## config.mk

```make
export PLATFORM = sky130hd
export DESIGN_NAME = mem_stage
export DESIGN_NICKNAME = d
export VERILOG_FILES = /design/src/rtl/mem_stage.sv
export SDC_FILE = /design/constraint.sdc
export NUM_CORES = 1
export LEC_CHECK = 0
export ABC_AREA = 1
export CAP_MARGIN = 15
export CORE_MARGIN = 3
export CORE_UTILIZATION = 50
export DETAILED_ROUTE_END_ITERATION = 16
export PLACE_DENSITY_LB_ADDON = 0.08
export SLEW_MARGIN = 20
export SYNTH_ARGS = -nofsm -noshare
export SYNTH_HDL_FRONTEND = slang
export SYNTH_SLANG_ARGS = --single-unit
```

## constraint.sdc

```tcl
create_clock -name clk -period 14.1 [get_ports clk]
set_input_delay 2.115 -clock clk [delete_from_list [all_inputs] [get_ports clk]]
set_output_delay 2.115 -clock clk [all_outputs]
set_load 0.02 [all_outputs]
```

## src/rtl/mem_stage.sv

```systemverilog
// mem_stage: pipeline memory-access stage.
// Consumes the registered execute-stage outputs, performs byte-lane-correct
// loads and stores on a valid/ready data-memory port and presents the
// writeback result.
// Ports:
//   clk, reset          clock, asynchronous active-high reset
//   in*                 execute-stage result interface (valid, ALU result /
//                       effective address, store data, load/store controls)
//   outStall            combinational hold request to the execute stage
//   memReq*             data-memory request (valid/ready, dword address,
//                       write flag, lane-replicated data, byte strobes)
//   memResp*            data-memory response/ack and load doubleword
//   out*                writeback interface (one-cycle outValid pulse)
module mem_stage #(
    parameter int BUS_DATA_WIDTH = 64
) (
    input  logic                      clk,
    input  logic                      reset,
    input  logic                      inValid,
    input  logic [BUS_DATA_WIDTH-1:0] inResult,
    input  logic [BUS_DATA_WIDTH-1:0] inDataReg2,
    input  logic                      inMemRead,
    input  logic                      inMemWrite,
    input  logic                      inRegWrite,
    input  logic [4:0]                inDestRegister,
    input  logic [2:0]                inLoadType,
    input  logic [1:0]                inStoreType,
    output logic                      outStall,
    output logic                      memReqValid,
    input  logic                      memReqReady,
    output logic [BUS_DATA_WIDTH-1:0] memReqAddr,
    output logic                      memReqWrite,
    output logic [BUS_DATA_WIDTH-1:0] memReqWdata,
    output logic [7:0]                memReqWstrb,
    input  logic                      memRespValid,
    input  logic [BUS_DATA_WIDTH-1:0] memRespRdata,
    output logic                      outValid,
    output logic [BUS_DATA_WIDTH-1:0] outResult,
    output logic                      outRegWrite,
    output logic [4:0]                outDestRegister,
    output logic                      outMisaligned
);

    typedef enum logic [1:0] {IDLE, REQ, RESP} state_t;
    state_t state, state_next;

    logic [2:0]  off;
    logic [1:0]  size_log2;
    logic        memop;
    logic        misaligned;
    logic        capture;
    logic [63:0] wdata_d;
    logic [7:0]  wstrb_d;

    // Captured transaction
    logic [63:0] addr_q;
    logic [63:0] wdata_q;
    logic [7:0]  wstrb_q;
    logic        write_q;
    logic [2:0]  ltype_q;
    logic [4:0]  rd_q;
    logic        rw_q;

    // Next values of the writeback registers
    logic        valid_d;
    logic [63:0] result_d;
    logic        rw_d;
    logic [4:0]  rd_d;
    logic        mis_d;

    logic [63:0] lanes;
    logic [63:0] load_value;

    assign off   = inResult[2:0];
    assign memop = inMemRead | inMemWrite;

    // A store wins when both read and write are flagged.
    always_comb begin
        size_log2 = inMemWrite ? inStoreType : inLoadType[1:0];
        case (size_log2)
            2'd0:    misaligned = 1'b0;
            2'd1:    misaligned = off[0];
            2'd2:    misaligned = |off[1:0];
            default: misaligned = |off;
        endcase
        misaligned = misaligned & memop;
    end

    assign capture = (state == IDLE) & inValid & memop & ~misaligned;

    always_comb begin
        case (inStoreType)
            2'd0: begin
                wdata_d = {8{inDataReg2[7:0]}};
                wstrb_d = 8'h01 << off;
            end
            2'd1: begin
                wdata_d = {4{inDataReg2[15:0]}};
                wstrb_d = 8'h03 << off;
            end
            2'd2: begin
                wdata_d = {2{inDataReg2[31:0]}};
                wstrb_d = 8'h0F << off;
            end
            default: begin
                wdata_d = inDataReg2;
                wstrb_d = 8'hFF;
            end
        endcase
    end

    // Bring the addressed bytes down to lane 0, then extend.
    always_comb begin
        lanes = memRespRdata >> {addr_q[2:0], 3'b000};
        case (ltype_q)
            3'b000:  load_value = {{56{lanes[7]}}, lanes[7:0]};
            3'b001:  load_value = {{48{lanes[15]}}, lanes[15:0]};
            3'b010:  load_value = {{32{lanes[31]}}, lanes[31:0]};
            3'b100:  load_value = {56'd0, lanes[7:0]};
            3'b101:  load_value = {48'd0, lanes[15:0]};
            3'b110:  load_value = {32'd0, lanes[31:0]};
            default: load_value = lanes;
        endcase
    end

    // FSM: state register
    always_ff @(posedge clk or posedge reset) begin
        if (reset) state <= IDLE;
        else       state <= state_next;
    end

    // FSM: next state
    always_comb begin
        state_next = state;
        case (state)
            IDLE:    if (capture) state_next = REQ;
            REQ:     if (memReqReady) state_next = RESP;
            RESP:    if (memRespValid) state_next = IDLE;
            default: state_next = IDLE;
        endcase
    end

    // FSM: outputs (stall and next writeback values)
    always_comb begin
        outStall = 1'b0;
        valid_d  = 1'b0;
        result_d = outResult;
        rw_d     = outRegWrite;
        rd_d     = outDestRegister;
        mis_d    = 1'b0;
        case (state)
            IDLE: begin
                if (capture) begin
                    outStall = 1'b1;
                end else if (inValid) begin
                    valid_d  = 1'b1;
                    result_d = inResult;
                    rw_d     = inRegWrite & ~misaligned;
                    rd_d     = inDestRegister;
                    mis_d    = misaligned;
                end
            end
            REQ: outStall = 1'b1;
            RESP: begin
                if (memRespValid) begin
                    valid_d  = 1'b1;
                    result_d = write_q ? 64'd0 : load_value;
                    rw_d     = rw_q & ~write_q;
                    rd_d     = rd_q;
                end else begin
                    outStall = 1'b1;
                end
            end
            default: outStall = 1'b0;
        endcase
    end

    assign memReqValid = (state == REQ);
    assign memReqAddr  = {addr_q[63:3], 3'b000};
    assign memReqWrite = write_q;
    assign memReqWdata = wdata_q;
    assign memReqWstrb = wstrb_q;

    always_ff @(posedge clk or posedge reset) begin
        if (reset) begin
            addr_q          <= '0;
            wdata_q         <= '0;
            wstrb_q         <= '0;
            write_q         <= 1'b0;
            ltype_q         <= '0;
            rd_q            <= '0;
            rw_q            <= 1'b0;
            outValid        <= 1'b0;
            outResult       <= '0;
            outRegWrite     <= 1'b0;
            outDestRegister <= '0;
            outMisaligned   <= 1'b0;
        end else begin
            if (capture) begin
                addr_q  <= inResult;
                wdata_q <= wdata_d;
                wstrb_q <= wstrb_d;
                write_q <= inMemWrite;
                ltype_q <= inLoadType;
                rd_q    <= inDestRegister;
                rw_q    <= inRegWrite;
            end
            outValid        <= valid_d;
            outResult       <= result_d;
            outRegWrite     <= rw_d;
            outDestRegister <= rd_d;
            outMisaligned   <= mis_d;
        end
    end

endmodule

```

==> results.cfg, run 1 <==
[run_status]
status = complete, no violations

[yosys]
avgSynthCellArea_sq_um = 6.987
synth_top_cell_by_area = dfrtp_1
ys_types = 34
ys_seq_area_frac = 0.4365
synth_top_area_share = 0.4365
synth.area.top_cells = dfrtp_1 44%, nand2_1 17%, nor2_1 6.4%
synth.cell_area_sq_um = 12610
synth_seq_cells = 220
syn-instance-count = 1805
ys_warn_count = 0

[die]
dieArea_sq_um = 27170
coreArea_sq_um = 24530
die_y_microns = 164.8
io_pins = 421
fp-row-count = 57
die_w_microns = 164.8
initial_core_util = 0.5141

[detailed_routing]
antenna_left = 0
drc = 0
routed_wl_microns = 45540
wl_per_cell_microns = 18.76
drt_iter0_markers = 1107
drt_first_pass_iters = 5
dr_total_vias = 13070
via_per_inst = 5.384

[clock_tree]
cts.sinks = 220
cts_buffer_depth = 3
worstSkewPairLatency_ns = 0.54
postCtsSetupBuffers = 0
htree_levels = 1
cts_hold_buffers = 0
clk_pin_slew_ns = 0.06
tritoncts = yes
cts-root-buf = clkbuf_16
cts_made_buffers = 25
cts_resized = 0

[sta]
setup_tns_ns = 0
min_period_over_period = 0.4851
period_needed_ns = 6.840
maxSlewViolCount = 0
setup_violations = 0
finalHoldViolations = 0
rsz0062_at_grt = no
finClkSkew_ns = 0.01434
fmax_mhz = 146.2
slew_headroom = 0.2506
tightest_slew_ns = 1.121

[cells_and_area]
most-common-layout-cells = 574 x nand2_1, 417 x clkdlybuf4s50_1, 219 x dfrtp_1
final_cells = 2428
fillCellCount = 2116
multi_input_area_sq_um = 5673
seq_area_sq_um = 5507
final_common_cell = nand2_1
area_growth_pct = 36.07
drive_gt1_frac = 0.03424
nets = 2300

[critical_path]
worst_ep_arrival_time_ns = 4.72
rr_worst_depth = 10
cp_max_fo = 131
cp-start-kind = primary input
r2r_setup_slack_ns = 10.44
setup.worst_path.class = primary input to output port
r2r_end = outDestRegister[1]
timing.rr.start = state[0]
cp.required_ns = 11.98
cp-end-kind = output port

[pwr]
power_mw = 4.058
ir_worst_vdd_uv = 148.4
leakagePower_nw = 8.001
cellPowerDensity_nw_per_um2 = 236.4

[global_routing]
antenna_found_initial = 2
grt_use_total = 0.3202
top_usage_layer = met2
grt.met2_usage = 0.5298
grt-ovfl-total = 0
grt_max_degree = 144
grt_use_met1 = 0.4047
grt_pass1_wl_microns = 68120
grt_use_met3 = 0.08427
grt_pass1_vias = 12290

[hold_path]
hold_end = memReqWdata[5]
whs_path_depth = 2
min_path_type = flip-flop to flip-flop
min_from = memReqWdata[5]

[placement]
place_congestion = 0.9291
placed_cells = 2381
post-dp-hpwl_microns = 33470
port_buffers = 417

[run]
maxCapViolations = 0
-- critical path, stage by stage --
cell and delay (ns):
clkdlybuf4s50_1 0.58, nand2_1 0.09, o21ai_1 0.16, nand4_1 0.21, nand2_1 0.23, nand2_8 0.47, nand2_1 0.21, clkdlybuf4s50_1 0.62
-- kinds of logic (layout without fill, tap and decap cells) --
group	Yosys count	count (layout)	share of synthesized area
flops	220	220	0.4365
fa+ha+maj	5	5	0.004960
other cells	1	4	0.0002973
simple gates	942	942	0.2999
buf+inv	299	595	0.1165
compound gates	338	338	0.1419
-- cell usage after synthesis (all sizes together) --
master / n
nand2: 577
dfrtp: 220
nor2: 217
o21ai: 181
buf: 144
nand3: 130
inv: 118
a21oi: 116
clkbuf: 36
o211ai: 26
nand4: 8
ha: 5
o21a: 5
a31oi: 4
and2: 4
a22oi: 3
nand3b: 2
nor3: 2
or2: 2
a211oi: 1
a21boi: 1
clkinv: 1
conb: 1
o31ai: 1
-- layout make-up --
type,instances,area share
Multi-Input combinational cell,1288,0.3306
Timing Repair Buffer,431,0.2505
Antenna cell,1,0.0001458
Clock buffer,39,0.04302
Clock inverter,6,0.004520
Inverter,119,0.02676
Tap cell,324,0.02362
Sequential cell,220,0.3209
-- state kept, by name (all words and copies together), names as in the netlist --
signal and count:
addr_q 64, outDestRegister 5, memReqWdata 64, memReqWstrb 8, rw_q 1, outMisaligned 1, outValid 1, rd_q 5
outRegWrite 1, memReqWrite 1, ltype_q 3, outResult 64, state 2
-- worst max path at each step --
stage                     startpoint  cells after the start  slack (ns)        end
after floorplan                reset                      1        5.96  addr_q[0]
after global placement    inMemWrite                      8        7.34   outStall
after detailed placement  inMemWrite                      8        7.30   outStall
after CTS                 inMemWrite                      8        7.28   outStall
after global routing      inMemWrite                      8        7.10   outStall
final                     inMemWrite                      8        7.26   outStall
-- stage by stage --
step | worst slack, ns | instance area [sq um] | hold slack, ns | util
floorplan | 5.964 | 12620 | 0.4500 | -
global placement | 7.340 | 16310 | 0.4624 | 0.6648
detailed placement | 7.297 | 16310 | 0.4688 | 0.6648
CTS | 7.281 | 17130 | 0.4803 | 0.6981
global route | 7.105 | 17160 | 0.4943 | 0.6994
finish | 7.260 | 17160 | 0.4794 | 0.6995
-- report_power, final --
group	internal, mW	switching (mW)
logic	0.895	1.39
clock network	0.380	0.267
registers	0.942	0.186
total	2.22	1.84
-- per-layer routing --
layer  share of wire  wire [microns]  up-vias
met4           0.039            1787        4
met1            0.39           17740     6065
met2            0.47           21600      635
li1                -               -     6260
met5         0.00075              34        -
met3           0.096            4380      108
(Power assumes the default switching activity.)
==> run 2: changes to the inputs <==
--- a/config.mk
+++ b/config.mk
@@ -8,7 +8,7 @@
 export ABC_AREA = 1
 export CAP_MARGIN = 15
 export CORE_MARGIN = 3
-export CORE_UTILIZATION = 50
+export CORE_UTILIZATION = 42
 export DETAILED_ROUTE_END_ITERATION = 16
 export PLACE_DENSITY_LB_ADDON = 0.08
 export SLEW_MARGIN = 20
==> constraint.sdc (replaced) <==
create_clock -name clk -period 5.6 [get_ports clk]
set_input_delay 0.84 -clock clk [delete_from_list [all_inputs] [get_ports clk]]
set_output_delay 0.84 -clock clk [all_outputs]
set_load 0.02 [all_outputs]
==> results.cfg, run 2 (same netlist as run 1, synthesis figures left out) <==
[run_status]
status = complete, no violations

[detailed_routing]
wl_per_cell_microns = 18.38
drt_first_pass_iters = 6
drt_iter0_markers = 1083
antenna_left = 0
routed_wl_microns = 45890
drc = 0
via_per_inst = 5.148
dr_total_vias = 12860

[pwr]
cellPowerDensity_nw_per_um2 = 591.8
leakagePower_nw = 8.024
ir_worst_vdd_uv = 288.3

[cells_and_area]
final_common_cell = nand2_1
area_growth_pct = 37.07
drive_gt1_frac = 0.03795
nets = 2305
final_core_util = 0.5927
fillCellCount = 2790
most-common-layout-cells = 574 x nand2_1, 417 x clkdlybuf4s50_1, 219 x dfrtp_1

[critical_path]
cp-end-kind = output port
cp_slowest_cell = clkdlybuf4s50_1
cpLargestDelayFamily = buffers and inverters
path_buf_inv = 2
cpPeakStageDelay_ns = 0.62
worst_ep_arrival_time_ns = 3.23
cp-start-kind = primary input
worstPathCellList = clkdlybuf4s50_1 -> nand2_1 -> o21ai_1 -> nand4_1 -> nand2_1 -> nand2_8 -> nand2_1 -> clkdlybuf4s50_1
setup.worst_path.class = primary input to output port
cp.required_ns = 4.76
cp_max_fo = 75
path_common_cell = nand2_1

[die]
fp-row-count = 62
die_y_microns = 179.3
dieArea_sq_um = 32140
die_w_microns = 179.3
io_pins = 421
coreArea_sq_um = 29170
initial_core_util = 0.4324

[clock_tree]
worstSkewPairLatency_ns = 0.54
cts_resized = 0
cts-root-buf = clkbuf_16
cts.sinks = 220
tritoncts = yes
postCtsSetupBuffers = 0
cts_hold_buffers = 0
htree_levels = 1
cts_buffer_depth = 3
clk_pin_slew_ns = 0.05
cts_made_buffers = 25

[sta]
finalHoldViolations = 0
finClkSkew_ns = 0.02325
fmax_mhz = 245.6
rsz0062_at_grt = no
period_needed_ns = 4.071
maxSlewViolCount = 0
setup_violations = 0
setup_tns_ns = 0
tightest_slew_ns = 0.9422
min_period_over_period = 0.7270
slew_headroom = 0.3719

[hold_path]
min_path_type = flip-flop to flip-flop

[global_routing]
grt_max_degree = 130
antenna_found_initial = 16
grt_pass1_vias = 12420
grt_pass1_wl_microns = 68910
grt-ovfl-total = 0
grt_use_total = 0.2739

[placement]
post-dp-hpwl_microns = 34060
place_congestion = 0.9326
port_buffers = 417

[run]
maxCapViolations = 0
run 2: power breakdown:
part	switching, mW	leakage (nW)	internal, mW
clock network	0.679	0.403	0.960
registers	0.456	2.68	2.37
logic	3.50	4.94	2.27
run 2: final timing paths:
path,from,slack [ns],depth (start not counted),to
setup / recovery,inMemWrite,1.53,8,outStall
hold / removal,outResult[5],0.48,2,outResult[5]
setup reg to reg,ltype_q[1],2.46,7,outResult[37]
hold reg to reg,outResult[5],0.48,2,outResult[5]
max in group asynchronous,reset,3.81,3,outResult[9]
min in group asynchronous,reset,0.71,2,outDestRegister[4]
run 2: layout make-up:
class	instances	area [sq um]	area share
Clock inverter	8	75.07	0.004342
Clock buffer	37	740.7	0.04285
Sequential cell	220	5507	0.3185
Multi-Input combinational cell	1288	5673	0.3281
Antenna cell	5	12.51	0.0007237
Timing Repair Buffer	436	4349	0.2516
Tap cell	384	480.5	0.02779
Inverter	119	450.4	0.02605
run 2: per-stage QoR:
step	setup slack, ns	std cells	hold WS [ns]	area [sq um]	power [mW]
2_1_floorplan	1.892	1807	0.4500	12620	6.406
3_3_place_gp	1.611	2446	0.4610	16430	8.524
3_5_place_dp	1.547	2446	0.4692	16430	8.583
4_1_cts	1.538	2491	0.4856	17250	10.27
5_1_grt	1.358	2497	0.4957	17290	10.92
6_report	1.529	2497	0.4818	17290	10.23
run 2: worst reg2reg max path, cell delays in order (launching register included):
cell and delay (ns):
dfrtp_1 0.68, clkinv_1 0.45, nand2_1 0.44, nor2_1 0.10
nand2_2 0.27, nand4_2 0.62, nand2_1 0.38, a21oi_1 0.10
run 2: per-layer routing:
layer	track usage	part of all wire
met1	0.3427	0.40
met2	0.4517	0.47
met5	0	0.0035
met3	0.07412	0.086
met4	0.1050	0.037
==> run 3: changes to the inputs <==
==> constraint.sdc (replaced) <==
create_clock -name clk -period 3.3 [get_ports clk]
set_input_delay 0.495 -clock clk [delete_from_list [all_inputs] [get_ports clk]]
set_output_delay 0.495 -clock clk [all_outputs]
set_load 0.02 [all_outputs]
==> results.cfg, run 3 (same netlist as run 1, synthesis figures left out) <==
[run_status]
status = complete, no violations

[critical_path]
cp_slowest_cell = clkdlybuf4s50_1
cp-end-kind = output port
r2r_end = outResult[38]
crit_start = inMemWrite
cp_max_fo = 6
timing.rr.start = addr_q[0]
cp.required_ns = 2.80
critPathCapture = outStall
worstPathCellList = clkdlybuf4s50_1 -> nand2_1 -> o21ai_1 -> nand4_1 -> nand2_1 -> nand2_8 -> nand2_1 -> clkdlybuf4s50_1
path_common_cell = nand2_1
cpPeakStageDelay_ns = 0.69
r2r_setup_slack_ns = 0.70
worst_ep_arrival_time_ns = 2.56
cp-start-kind = primary input
rr_worst_depth = 10
setup.worst_path.class = primary input to output port

[placement]
port_buffers = 417
post-dp-hpwl_microns = 35100
place_congestion = 0.9573
placed_area_sq_um = 16650

[pwr]
ir_worst_vdd_uv = 443.0
power_mw = 17.45
cellPowerDensity_nw_per_um2 = 999.0
leakagePower_nw = 8.121
power_frac_clock = 0.157
p_comb_frac = 0.567
p_sw_frac = 0.4518
cellInternalPower_mw = 9.567
p_sw_mw = 7.885
seqPwrFrac = 0.276

[cells_and_area]
area_growth_pct = 38.51
drive_gt1_frac = 0.04434
final_common_cell = nand2_1
most-common-layout-cells = 574 x nand2_1, 417 x clkdlybuf4s50_1, 219 x dfrtp_1
fin_area_sq_um = 17470
nets = 2320

[detailed_routing]
drt_first_pass_iters = 7
drt_iter0_markers = 1064
routed_wl_microns = 46230
antenna_left = 0
dr_total_vias = 12980
wl_per_cell_microns = 18.44
via_per_inst = 5.176
drc = 0

[sta]
fmax_mhz = 327.1
finalHoldViolations = 0
maxSlewViolCount = 0
setup_violations = 0
min_period_over_period = 0.9264
rsz0062_at_grt = no
finClkSkew_ns = 0.006665
period_needed_ns = 3.057
hold_ws_ns = 0.4803
tightest_slew_ns = 0.8530
slew_headroom = 0.4301

[clock_tree]
cts.sinks = 220
cts_hold_buffers = 0
worstSkewPairLatency_ns = 0.53
postCtsSetupBuffers = 0
cts_resized = 0
tritoncts = yes
cts_buffer_depth = 3
clk_pin_slew_ns = 0.06
htree_levels = 1
cts-root-buf = clkbuf_16
cts_made_buffers = 25

[die]
fp-row-count = 62
die_w_microns = 179.3
die_y_microns = 179.3
io_pins = 421
dieArea_sq_um = 32140
coreArea_sq_um = 29170
initial_core_util = 0.4324

[global_routing]
antenna_found_initial = 10
grt-ovfl-total = 0
grt_max_degree = 155
grt_pass1_wl_microns = 70010
grt_pass1_vias = 12510
grt_use_total = 0.2778

[run]
maxCapViolations = 0

[hold_path]
min_path_type = primary input to asynchronous set/reset pin
## run 3: cell count changes in the layout (fill, tap and decap cells not counted), moves of 2 or more
cell / previous run / this run
buf_12: 1 / 9
buf_4: 17 / 25
clkbuf_1: 5 / 3
diode_2: 5 / 3
## run 3: through the flow
stage / setup WS, ns / utilization / instances / TNS (ns)
floorplan: -0.06308 / - / 1807 / -13.88
global placement: 0.2796 / 0.5709 / 2462 / 0
detailed placement: 0.2678 / 0.5709 / 2462 / 0
CTS: 0.2568 / 0.5987 / 2504 / 0
global route: 0.1129 / 0.5988 / 2506 / 0
finish: 0.2428 / 0.5989 / 2507 / 0
## run 3: critical path: cells and delay by family
kind,cells,cell delay (ns)
buffers and inverters,2,1.28
AND/OR/NAND/NOR,5,0.65
AO/OA/AOI/OAI,1,0.13
## run 3: worst min-delay path by stage
| stage | start | end | slack [ns] | cells past startpoint |
|---|---|---|---|---|
| detailed placement | outDestRegister[1] | outDestRegister[1] | 0.47 | 2 |
| CTS | inLoadType[2] | ltype_q[2] | 0.48 | 3 |
| global route | outResult[2] | outResult[2] | 0.50 | 2 |
| global placement | outDestRegister[1] | outDestRegister[1] | 0.46 | 2 |
| floorplan | addr_q[7] | addr_q[7] | 0.45 | 2 |
| finish | reset | addr_q[4] | 0.48 | 2 |
## run 3: power groups by stage
stage	Clock (mW)	Combinational [mW]	Sequential (mW)
2_1_floorplan	0	5.11	5.76
3_3_place_gp	0	9.80	4.82
3_5_place_dp	0	9.88	4.82
4_1_cts	2.80	9.91	4.82
5_1_grt	2.92	10.8	4.98
6_report	2.74	9.89	4.82
## run 3: cell type report
class                   instances  area [sq um]
well taps                     384         480.5
fillers                      2735         11700
clock inverters                 8         90.09
inverters                     119         450.4
clock buffers                  34         719.4
flip-flops and latches        220          5507
multi-input cells            1288          5673
diodes                          3         7.507
repair buffers                451          4542
## run 3: routing by layer
metal  track usage  wire [microns]  share of wire
met3       0.07730            4144          0.090
met2        0.4656           22110           0.48
met1        0.3471           18420           0.40
met4       0.08956            1454          0.031
met5             0             100         0.0022
